### config.mk
export PLATFORM = sky130hd
export DESIGN_NAME = mole_scheduler_flat
export DESIGN_NICKNAME = d
export VERILOG_FILES = /design/src/rtl/mole_sched_if.sv /design/src/rtl/mole_scheduler.sv /design/src/flat_wrapper.sv
export SDC_FILE = /design/constraint.sdc
export NUM_CORES = 1
export LEC_CHECK = 0
export ABC_AREA = 0
export BUFFER_PORTS_ARGS = -buffer_cell sky130_fd_sc_hd__buf_4
export CORE_ASPECT_RATIO = 1.5
export CORE_MARGIN = 2
export CORE_UTILIZATION = 30
export DETAILED_ROUTE_END_ITERATION = 6
export PLACE_DENSITY_LB_ADDON = 0.08
export SETUP_SLACK_MARGIN = 0.5
export SYNTH_ARGS = -nofsm -noshare
export SYNTH_HDL_FRONTEND = slang
export SYNTH_SLANG_ARGS = --single-unit
export TNS_END_PERCENT = 50
### constraint.sdc
create_clock -name clk -period 9.6 [get_ports clk]
set_input_delay 0 -clock clk [delete_from_list [all_inputs] [get_ports clk]]
set_output_delay 0 -clock clk [all_outputs]
set_load 0.02 [all_outputs]
### src/rtl/mole_sched_if.sv
// mole_sched_if: record/play control and mole-request bundle between game logic and the scheduler.
interface mole_sched_if #(
    parameter int AW = 23,
    parameter int CW = 5
);
    logic          record_en;
    logic          play_en;
    logic          stomp;
    logic [AW-1:0] music_address;
    logic          request_mole;
    logic [CW-1:0] mole_count;
    logic          full;
    logic          empty;
    logic          overflow;
    logic          done;
    logic [1:0]    sched_state;
    modport master (
        output record_en, play_en, stomp, music_address,
        input  request_mole, mole_count, full, empty, overflow, done, sched_state
    );
    modport slave (
        input  record_en, play_en, stomp, music_address,
        output request_mole, mole_count, full, empty, overflow, done, sched_state
    );
endinterface

### src/rtl/mole_scheduler.sv
// mole_scheduler: records stomp times as music addresses and replays them as mole requests.
module mole_scheduler #(
    parameter int            DEPTH   = 16,
    parameter int            AW      = 23,
    parameter logic [AW-1:0] MIN_GAP = 'h1000
) (
    input logic         clk,
    input logic         reset,
    mole_sched_if.slave bus
);
    localparam int PW = $clog2(DEPTH);
    localparam int CW = PW + 1;
    typedef enum logic [1:0] {IDLE = 2'd0, RECORD = 2'd1, PLAY = 2'd2, DONE = 2'd3} state_t;
    state_t        state_q, state_d;
    logic [CW-1:0] count_q, count_d;
    logic [CW-1:0] rd_ptr_q, rd_ptr_d;
    logic [AW-1:0] last_q, last_d;
    logic          req_q, req_d;
    logic          ovf_q, ovf_d;
    logic          full_q, full_d;
    logic          empty_q, empty_d;
    logic          done_q, done_d;
    logic          wr_en;
    logic [AW-1:0] mem_q [DEPTH];
    logic [AW:0]   next_min;
    logic          addr_ok;
    // A carry out of last+MIN_GAP makes next_min exceed any AW-bit address
    assign next_min = {1'b0, last_q} + {1'b0, MIN_GAP};
    assign addr_ok  = {1'b0, bus.music_address} >= next_min;
    always_comb begin
        state_d  = state_q;
        count_d  = count_q;
        rd_ptr_d = rd_ptr_q;
        last_d   = last_q;
        req_d    = 1'b0;
        ovf_d    = 1'b0;
        wr_en    = 1'b0;
        case (state_q)
            IDLE: begin
                if (bus.record_en) begin
                    state_d = RECORD;
                    count_d = '0;
                end else if (bus.play_en) begin
                    state_d  = PLAY;
                    rd_ptr_d = '0;
                end
            end
            RECORD: begin
                if (!bus.record_en) begin
                    state_d = IDLE;
                end else if (bus.stomp) begin
                    if (full_q) begin
                        ovf_d = 1'b1;
                    end else if (empty_q || addr_ok) begin
                        wr_en   = 1'b1;
                        count_d = count_q + CW'(1);
                        last_d  = bus.music_address;
                    end
                end
            end
            PLAY: begin
                if (!bus.play_en) begin
                    state_d = IDLE;
                end else if (empty_q) begin
                    state_d = DONE;
                end else if (bus.music_address >= mem_q[rd_ptr_q[PW-1:0]]) begin
                    req_d    = 1'b1;
                    rd_ptr_d = rd_ptr_q + CW'(1);
                    state_d  = (rd_ptr_d == count_q) ? DONE : PLAY;
                end
            end
            default: state_d = bus.play_en ? DONE : IDLE;
        endcase
        full_d  = count_d == CW'(DEPTH);
        empty_d = count_d == '0;
        done_d  = state_d == DONE;
    end
    always_ff @(posedge clk or negedge reset) begin
        if (!reset) begin
            state_q  <= IDLE;
            count_q  <= '0;
            rd_ptr_q <= '0;
            last_q   <= '0;
            req_q    <= 1'b0;
            ovf_q    <= 1'b0;
            full_q   <= 1'b0;
            empty_q  <= 1'b1;
            done_q   <= 1'b0;
        end else begin
            state_q  <= state_d;
            count_q  <= count_d;
            rd_ptr_q <= rd_ptr_d;
            last_q   <= last_d;
            req_q    <= req_d;
            ovf_q    <= ovf_d;
            full_q   <= full_d;
            empty_q  <= empty_d;
            done_q   <= done_d;
        end
    end
    always_ff @(posedge clk) begin
        if (wr_en) mem_q[count_q[PW-1:0]] <= bus.music_address;
    end
    assign bus.request_mole = req_q;
    assign bus.mole_count   = count_q;
    assign bus.full         = full_q;
    assign bus.empty        = empty_q;
    assign bus.overflow     = ovf_q;
    assign bus.done         = done_q;
    assign bus.sched_state  = state_q;
endmodule

### src/flat_wrapper.sv
// flat-port wrapper written by rule: the top's interface ports become plain ports
module mole_scheduler_flat 
#(
    parameter int            DEPTH   = 16,
    parameter int            AW      = 23,
    parameter logic [AW-1:0] MIN_GAP = 'h1000
)
  (clk, reset, bus_record_en, bus_play_en, bus_stomp, bus_music_address, bus_request_mole, bus_mole_count, bus_full, bus_empty, bus_overflow, bus_done, bus_sched_state);
  mole_sched_if #(.AW(AW), .CW(5)) bus_i ();
  input logic clk;
  input logic reset;
  input wire logic [$bits(bus_i.record_en)-1:0] bus_record_en;
  input wire logic [$bits(bus_i.play_en)-1:0] bus_play_en;
  input wire logic [$bits(bus_i.stomp)-1:0] bus_stomp;
  input wire logic [$bits(bus_i.music_address)-1:0] bus_music_address;
  output wire logic [$bits(bus_i.request_mole)-1:0] bus_request_mole;
  output wire logic [$bits(bus_i.mole_count)-1:0] bus_mole_count;
  output wire logic [$bits(bus_i.full)-1:0] bus_full;
  output wire logic [$bits(bus_i.empty)-1:0] bus_empty;
  output wire logic [$bits(bus_i.overflow)-1:0] bus_overflow;
  output wire logic [$bits(bus_i.done)-1:0] bus_done;
  output wire logic [$bits(bus_i.sched_state)-1:0] bus_sched_state;
  assign bus_i.record_en = bus_record_en;
  assign bus_i.play_en = bus_play_en;
  assign bus_i.stomp = bus_stomp;
  assign bus_i.music_address = bus_music_address;
  assign bus_request_mole = bus_i.request_mole;
  assign bus_mole_count = bus_i.mole_count;
  assign bus_full = bus_i.full;
  assign bus_empty = bus_i.empty;
  assign bus_overflow = bus_i.overflow;
  assign bus_done = bus_i.done;
  assign bus_sched_state = bus_i.sched_state;
  mole_scheduler #(.DEPTH(DEPTH), .AW(AW), .MIN_GAP(MIN_GAP)) u_core (.clk(clk), .reset(reset), .bus(bus_i));
endmodule
==> summary.txt, run 1 <==
Detailed routing
  – Number of optimization iterations in the first detailed-route pass: 6
  – Remaining design rule violation count: 0
  – ANT nets after route: 0
  – Vias after detailed routing: slightly above 9,000
  – Average routed wire per standard cell: roughly 25 microns
  – Total Wirelength: roughly 49,000 microns
  – Drt via density: between 4 and 5
  – Initial DRC count: between 500 and 600

CTS
  – Worst-skew pair later-pin latency: between 0.5 and 0.6 ns
  – Clock tree from TritonCTS: yes
  – Buffer type at the clock tree root: sky130_fd_sc_hd__clkbuf_16
  – CTS buffer count: 42
  – Maximum number of buffers from clock root to sink: 3
  – Clock-pin slew of the registers on the worst-case setup and hold paths: about 0.06 ns
  – H-tree lvl count: 2
  – Num Clock Sinks: roughly 410
  – Buffer count from post-CTS setup fixing: 0

Floorplan
  – Ports: 40
  – Y dimension of the die: about 300 microns
  – Horizontal die dimension: around 200 microns
  – Core Box Area: 56,600 sq um
  – Die Outline Area: about 60,000 sq um
  – Number of core rows: about 110
  – Starting Density: between 30% and 40%

Pwr
  – Part of the power in the clock network: between 30% and 40%
  – Pwr dens: ~210 nW/um^2
  – Worst ir drop on vdd: ~130 uV
  – Seq pwr share: 48.6%
  – Total leakage power: about 6.6 nW
  – Part of the power in combinational logic: a little over an eighth
  – Total net switching power: ~1.1 mW
  – Internal power consumption: between 3 and 4 mW
  – Switching part of the total power: between 20% and 30%

Critical path
  – Critical path cell sequence: ha_1 > nand3_1 > nor2_1 > xnor2_1 > ha_1 > a21oi_1 > a211o_1 > a21oi_1 > o21a_1 > nor2_4 > clkinv_1 > nand2_1 > nor2_4 > buf_4
  – R2R cell count: 14
  – Kind of critical path: reg -> reg
  – Arrival time of the worst setup path: 5.48 ns
  – Startpoint kind of the worst setup timing path: flop
  – Max FO, Critical Path: 36
  – Worst-case register-to-register setup slack: about 4.4 ns
  – Critical register-to-register path endpoint: u_core.mem_q[5][14]
  – Endpoint class of the critical path: flop
  – Slowest stage cell on the critical path: sky130_fd_sc_hd__clkinv_1
  – Worst Path Required: ~9.9 ns
  – Startpoint of the worst register-to-register path: u_core.last_q[12]
  – Delay of the slowest cell on the worst path: slightly above 1 ns

Outcome
  – Result of the run: finished, violations left
  – Failing checks: negative hold slack

Synthesis
  – Total of warnings raised by yosys: 0
  – Most area-hungry cell type in the Yosys netlist: sky130_fd_sc_hd__edfxtp_1
  – Post-synthesis instance area: approximately 17,000 sq um
  – Gate Count Post-Synth: ~1,000
  – Top cells by area, synth: sky130_fd_sc_hd__edfxtp_1 64%, sky130_fd_sc_hd__mux4_2 6.0%, sky130_fd_sc_hd__dfrtp_1 5.7%
  – Primary flip-flop cell chosen by synthesis mapping: sky130_fd_sc_hd__edfxtp_1
  – Fraction of the yosys area taken by sequential cells: a little over two thirds
  – Synthesized Nets: approximately 1,100
  – Mean instance size in the synthesized netlist: 16.6 sq um
  – Yosys cell types: 51
  – FF+latch count, synth: 408
  – Top cells by count, synth: 368 x sky130_fd_sc_hd__edfxtp_1, 91 x sky130_fd_sc_hd__nand2_1, 83 x sky130_fd_sc_hd__mux2i_1
  – Post-synth ARST share: 9.80%
  – Top-area cell type share of the netlist area: about 64%
  – Post-synth EDFFs: between 300 and 400
  – Most frequent cell after synthesis: sky130_fd_sc_hd__edfxtp_1

Placed design
  – Number of input and output port buffers inserted: 39
  – Count of placed standard cells including taps: ~1,800
  – Sum of net half-perimeters after detailed placement: 30,000 microns
  – GP Congestion: about 0.76
  – Standard cell area after detailed placement: 18,500 sq um

Global route
  – First-pass GRT wire length: between 70,000 and 80,000 microns
  – Gr ovfl total: 0
  – Number of antenna violations at the first check in global routing: 0
  – Vias in the first global route: about 10,000
  – Maximum number of pins on one net before global-route repair: between 80 and 90
  – Overall track demand over capacity in global routing: between 10% and 20%

STA
  – Minimum clock period: between 5 and 6 ns
  – Part of the cycle the worst path needs: a little over half
  – Measured slew at the worst slew-check pin: 1.14 ns
  – Number of endpoints with negative hold slack in the final report: 6
  – Count of final max-slew check failures: 0
  – # setup viols final: 0
  – Setup repair after global routing missed its margin: false
  – Peak clock frequency supported by timing: a little under 0.2 GHz
  – Setup clock skew after layout: roughly 0.009 ns
  – Sum of negative setup slack: 0 ns
  – Normalized max-slew margin: around a quarter
  – Worst hold margin: -0.00329 ns

Min path
  – Worst hold path type: in -> async

Layout
  – Fraction of layout cells with a size suffix above 1: between 10% and 20%
  – Final cell count without fillers: 1,922
  – Area of all placed cells without fillers: slightly above 20,000 sq um
  – Post-synthesis to final-layout area growth: 17.6%
  – Number of antenna repair diodes: 0
  – Final nets: 1,205

Flow run
  – Max-cap violations: 0
power groups by stage:
stage	Clock, mW	Combinational [mW]	Sequential (mW)
after floorplan	0	0.394	2.09
after global placement	0	0.588	2.12
final	1.62	0.578	2.08
after CTS	1.67	0.601	2.08
after detailed placement	0	0.590	2.12
after global routing	1.73	0.649	2.09
state kept, by name, indices dropped and copies added (netlist names):
name and count:
u_core.bus.done 1, u_core.bus.empty 1, u_core.bus.full 1, u_core.bus.mole_count 5, u_core.bus.overflow 1, u_core.bus.request_mole 1, u_core.bus.sched_state 2, u_core.last_q 23
u_core.mem_q 368, u_core.rd_ptr_q 5
placed cells by master, fill, tap and decap left out, types with 2 or more instances in the layout:
master	instances
sky130_fd_sc_hd__edfxtp_1	368
sky130_fd_sc_hd__nand2_1	91
sky130_fd_sc_hd__mux2i_1	83
sky130_fd_sc_hd__buf_4	61
sky130_fd_sc_hd__ha_1	52
sky130_fd_sc_hd__mux4_2	46
sky130_fd_sc_hd__a221oi_1	46
sky130_fd_sc_hd__clkbuf_16	45
sky130_fd_sc_hd__a21oi_1	41
sky130_fd_sc_hd__o21ai_0	37
sky130_fd_sc_hd__dfrtp_1	36
sky130_fd_sc_hd__dlygate4sd3_1	28
sky130_fd_sc_hd__o21a_1	25
sky130_fd_sc_hd__inv_1	20
sky130_fd_sc_hd__mux2_2	16
sky130_fd_sc_hd__nor2_1	13
sky130_fd_sc_hd__nor2_4	13
sky130_fd_sc_hd__nand3_1	12
sky130_fd_sc_hd__clkinv_2	12
sky130_fd_sc_hd__nand4_1	9
sky130_fd_sc_hd__a21o_1	9
sky130_fd_sc_hd__clkbuf_1	9
sky130_fd_sc_hd__xnor2_1	8
sky130_fd_sc_hd__xor2_1	8
sky130_fd_sc_hd__nor3_1	8
sky130_fd_sc_hd__clkinv_1	7
sky130_fd_sc_hd__nand2b_1	6
sky130_fd_sc_hd__nor3_2	6
sky130_fd_sc_hd__a31oi_1	4
sky130_fd_sc_hd__nor2b_1	3
sky130_fd_sc_hd__bufinv_16	3
sky130_fd_sc_hd__or3_4	2
sky130_fd_sc_hd__or2_2	2
sky130_fd_sc_hd__nand3b_1	2
sky130_fd_sc_hd__clkinvlp_4	2
sky130_fd_sc_hd__dfrtp_2	2
worst max-delay path: cells and delay by family, from the launching register on:
| family | cells | cell delay (ns) |
|---|---|---|
| flip-flops | 1 | 0.42 |
| adder cells (fa/ha/maj) | 2 | 0.58 |
| AO/OA/AOI/OAI | 4 | 0.72 |
| buffers and inverters | 2 | 1.33 |
| AND/OR/NAND/NOR | 5 | 1.73 |
| XOR/XNOR | 1 | 0.13 |
worst max path at each step:
stage                      start                   to  slack, ns  depth (start not counted)
2_1_floorplan  u_core.last_q[14]   u_core.mem_q[0][0]       5.19                         12
3_3_place_gp   u_core.last_q[12]  u_core.mem_q[5][13]       4.19                         14
3_5_place_dp   u_core.last_q[12]  u_core.mem_q[5][13]       4.17                         14
4_1_cts        u_core.last_q[12]  u_core.mem_q[5][18]       4.17                         14
5_1_grt        u_core.last_q[12]  u_core.mem_q[5][17]       3.96                         14
6_report       u_core.last_q[12]  u_core.mem_q[5][14]       4.39                         14
routing by layer:
| layer | wire, microns | global-route usage, % | vias up |
|---|---|---|---|
| met5 | 0 | 0 | - |
| met4 | 1580 | 5.67 | 0 |
| met3 | 1260 | 1.89 | 68 |
| met2 | 27100 | 32.0 | 163 |
| met1 | 18800 | 19.2 | 4829 |
| li1 | - | - | 4277 |
area by class of cell:
cell class | instances | area [sq um]
repair buffers | 90 | 758
well taps | 763 | 955
multi-input cells | 562 | 4980
clock inverters | 24 | 196
clock buffers | 54 | 1160
inverters | 21 | 78.8
fillers | 5375 | 36400
flip-flops and latches | 408 | 12100
through the flow:
| step | util [%] | power (mW) | hold WS, ns | setup WS (ns) |
|---|---|---|---|---|
| floorplan | - | 2.48 | -0.296 | 5.19 |
| global placement | 32.8 | 2.71 | 0.0557 | 4.19 |
| detailed placement | 32.8 | 2.71 | 0.0508 | 4.17 |
| CTS | 35.6 | 4.36 | 0.00275 | 4.17 |
| global route | 35.6 | 4.47 | 0.0398 | 3.96 |
| finish | 35.6 | 4.28 | -0.00329 | 4.39 |
cell families after synthesis:
group | Yosys count | share of synthesized area, %
adder cells (fa/ha/maj) | 52 | 3.79
AO/OA/AOI/OAI | 173 | 6.95
flip-flops | 408 | 70.2
XOR/XNOR | 16 | 0.816
AND/OR/NAND/NOR | 176 | 4.83
multiplexers | 145 | 11.9
buffers and inverters | 67 | 1.49
timing repair:
| action | 4_1_cts | 5_1_grt |
|---|---|---|
| hold buffers | 28 | 0 |
| hold endpoints to repair | 435 | 0 |
| resized for setup | 0 | 0 |
No activity file was read; power rests on OpenSTA's default activity.
==> inputs of run 2 (changes only) <==
clock period = 4.68 ns   (was 9.6 ns; I/O delays follow)
==> summary.txt, run 2 (synthesis gave the netlist of run 1 again) <==
STA
  – Measured slew at the worst slew-check pin: roughly 0.74 ns
  – Part of the cycle the worst path needs: 83.4%
  – # setup viols final: 0
  – Number of endpoints with negative hold slack in the final report: 0
  – Count of final max-slew check failures: 0
  – Peak clock frequency supported by timing: roughly 0.26 GHz
  – Setup clock skew after layout: 0.0260 ns
  – Normalized max-slew margin: about half
  – Minimum clock period: 3.91 ns
  – Sum of negative setup slack: 0 ns
  – Setup repair after global routing missed its margin: false

CTS
  – H-tree lvl count: 2
  – CTS buffer count: 41
  – Clock-pin slew of the registers on the worst-case setup and hold paths: ~0.070 ns
  – Maximum number of buffers from clock root to sink: 3
  – Num Clock Sinks: between 400 and 500
  – Clock tree from TritonCTS: yes
  – Worst-skew pair later-pin latency: between 0.5 and 0.6 ns
  – Buffer type at the clock tree root: sky130_fd_sc_hd__clkbuf_16

Floorplan
  – Horizontal die dimension: between 150 and 200 microns
  – Starting Density: 30.3%
  – Y dimension of the die: 297 microns
  – Ports: 40
  – Number of core rows: ~110
  – Die Outline Area: slightly below 60,000 sq um
  – Core Box Area: between 50,000 and 60,000 sq um

Placed design
  – Sum of net half-perimeters after detailed placement: around 31,000 microns
  – GP Congestion: between 0.7 and 0.8
  – Number of input and output port buffers inserted: 39

Layout
  – Share of the core filled with cells in the final layout: between 30 and 40%
  – Most frequent cells in the layout: 368 x sky130_fd_sc_hd__edfxtp_1, 89 x sky130_fd_sc_hd__nand2_1, 86 x sky130_fd_sc_hd__buf_4
  – Most frequent standard cell in the layout excluding fill and tap cells: sky130_fd_sc_hd__edfxtp_1
  – Number of antenna repair diodes: 0
  – Post-synthesis to final-layout area growth: 18.7%
  – Fraction of layout cells with a size suffix above 1: approximately a fifth
  – Final nets: around 1,200
  – Number of flip-flops under the largest register name: 368

Pwr
  – Worst ir drop on vdd: roughly 300 uV
  – Seq pwr share: between 40% and 50%
  – Internal power consumption: around 6.3 mW
  – Part of the power in combinational logic: between 15 and 20%
  – Total net switching power: ~2.2 mW
  – Part of the power in the clock network: a little over a third
  – Switching part of the total power: about a quarter
  – Total leakage power: 6.71 nW
  – Pwr dens: around 420 nW/um^2

Critical path
  – R2R cell count: 12
  – Endpoint class of the critical path: flop
  – Delay of the slowest cell on the worst path: approximately 0.47 ns
  – Kind of critical path: reg -> reg
  – Worst Path Required: around 4.8 ns
  – Slowest stage cell on the critical path: sky130_fd_sc_hd__buf_4
  – Critical register-to-register path endpoint: u_core.mem_q[13][14]
  – Arrival time of the worst setup path: slightly above 4 ns
  – Worst-case register-to-register setup slack: between 0.7 and 0.8 ns
  – Startpoint kind of the worst setup timing path: flop
  – Max FO, Critical Path: 23
  – Critical path cell sequence: ha_1 > xnor2_1 > ha_1 > nand4_1 > nor3_2 > o2111ai_2 > a311oi_4 > nor2_4 > clkinv_1 > nand2_1 > nor2_4 > buf_4
  – Startpoint of the worst register-to-register path: u_core.last_q[12]

Detailed routing
  – Met2 layer wire length in the routed design: ~26,000 microns
  – Detailed route wirelength on metal3: approximately 1300 microns
  – Met1 wire length: around 20,000 microns
  – Uppermost signal routing layer after detailed routing: met4
  – Total Wirelength: just under 50,000 microns
  – Number of optimization iterations in the first detailed-route pass: 5
  – Remaining design rule violation count: 0
  – Vias after detailed routing: between 9,000 and 10,000
  – Drt via density: 4.86
  – Initial DRC count: approximately 580
  – ANT nets after route: 0
  – Average routed wire per standard cell: 25.1 microns

Min path
  – Worst hold path type: in -> async

Flow run
  – Max-cap violations: 0

Global route
  – Vias in the first global route: ~10,000
  – Maximum number of pins on one net before global-route repair: 41
  – Number of antenna violations at the first check in global routing: 0
  – First-pass GRT wire length: ~71,000 microns
  – Gr ovfl total: 0
  – Overall track demand over capacity in global routing: 16.9%

Outcome
  – Result of the run: completed
-- run 2: cell count changes in the layout (fill, tap and decap cells not counted), sizes merged --
cell,delta
buf,+35
clkbuf,+5
clkinvlp,-2
bufinv,-3
inv,+2
dlygate4sd3,-1
clkinv,-6
-- run 2: layer usage --
| layer | global-route usage (%) | up-vias |
|---|---|---|
| li1 | - | 4357 |
| met3 | 1.81 | 60 |
| met1 | 20.6 | 4906 |
| met2 | 31.2 | 171 |
| met5 | 0 | - |
| met4 | 4.82 | 0 |
-- run 2: layout make-up --
class	count	area, sq um
Inverter	21	78.8
Fill cell	5347	36200
Clock buffer	59	1090
Timing Repair Buffer	124	1110
Tap cell	763	955
Clock inverter	15	77.6
Multi-Input combinational cell	562	5010
Sequential cell	408	12100
-- run 2: power groups by stage --
stage | clock network (mW) | registers, mW | logic, mW
after floorplan | 0 | 4.28 | 0.809
after global placement | 0 | 4.33 | 1.26
after detailed placement | 0 | 4.33 | 1.26
after CTS | 3.10 | 4.24 | 1.29
after global routing | 3.21 | 4.25 | 1.44
final | 2.99 | 4.23 | 1.28
-- run 2: repair_timing --
item                                   in CTS  in global routing
endpoints found under the hold margin     420                  0
cloned                                      0                  0
setup endpoints to repair                   1                  8
gates resized for setup                     0                  8
setup buffers                               1                  5
hold buffers                               27                  0
-- run 2: worst max path at each step --
stage | start | endpoint | slack (ns) | cells after the start
floorplan | u_core.last_q[14] | u_core.mem_q[2][0] | 0.28 | 12
global placement | u_core.rd_ptr_q[0] | u_core.rd_ptr_q[2] | 0.39 | 14
detailed placement | u_core.rd_ptr_q[0] | u_core.rd_ptr_q[2] | 0.43 | 14
CTS | u_core.rd_ptr_q[0] | u_core.rd_ptr_q[2] | 0.52 | 14
global route | u_core.rd_ptr_q[0] | u_core.rd_ptr_q[2] | 0.51 | 16
finish | u_core.last_q[12] | u_core.mem_q[13][14] | 0.77 | 12
-- run 2: metrics by stage --
step	hold WS (ns)	cell area (sq um)	std cells	worst slack, ns	power, mW
floorplan	-0.296	17200	1037	0.276	5.09
global placement	0.0619	18800	1845	0.387	5.58
detailed placement	0.0633	18800	1845	0.431	5.59
CTS	0.0111	20300	1947	0.516	8.64
global route	0.0528	20400	1952	0.507	8.90
finish	0.0158	20400	1952	0.775	8.51
-- run 2: critical path: cells and delay by family (launching register included) --
kind            cells  cell delay [ns]
xor+xnor            1             0.16
simple gates        5             1.07
buf+inv             2             0.59
flops               1             0.43
compound gates      2             0.65
fa+ha+maj           2             0.60
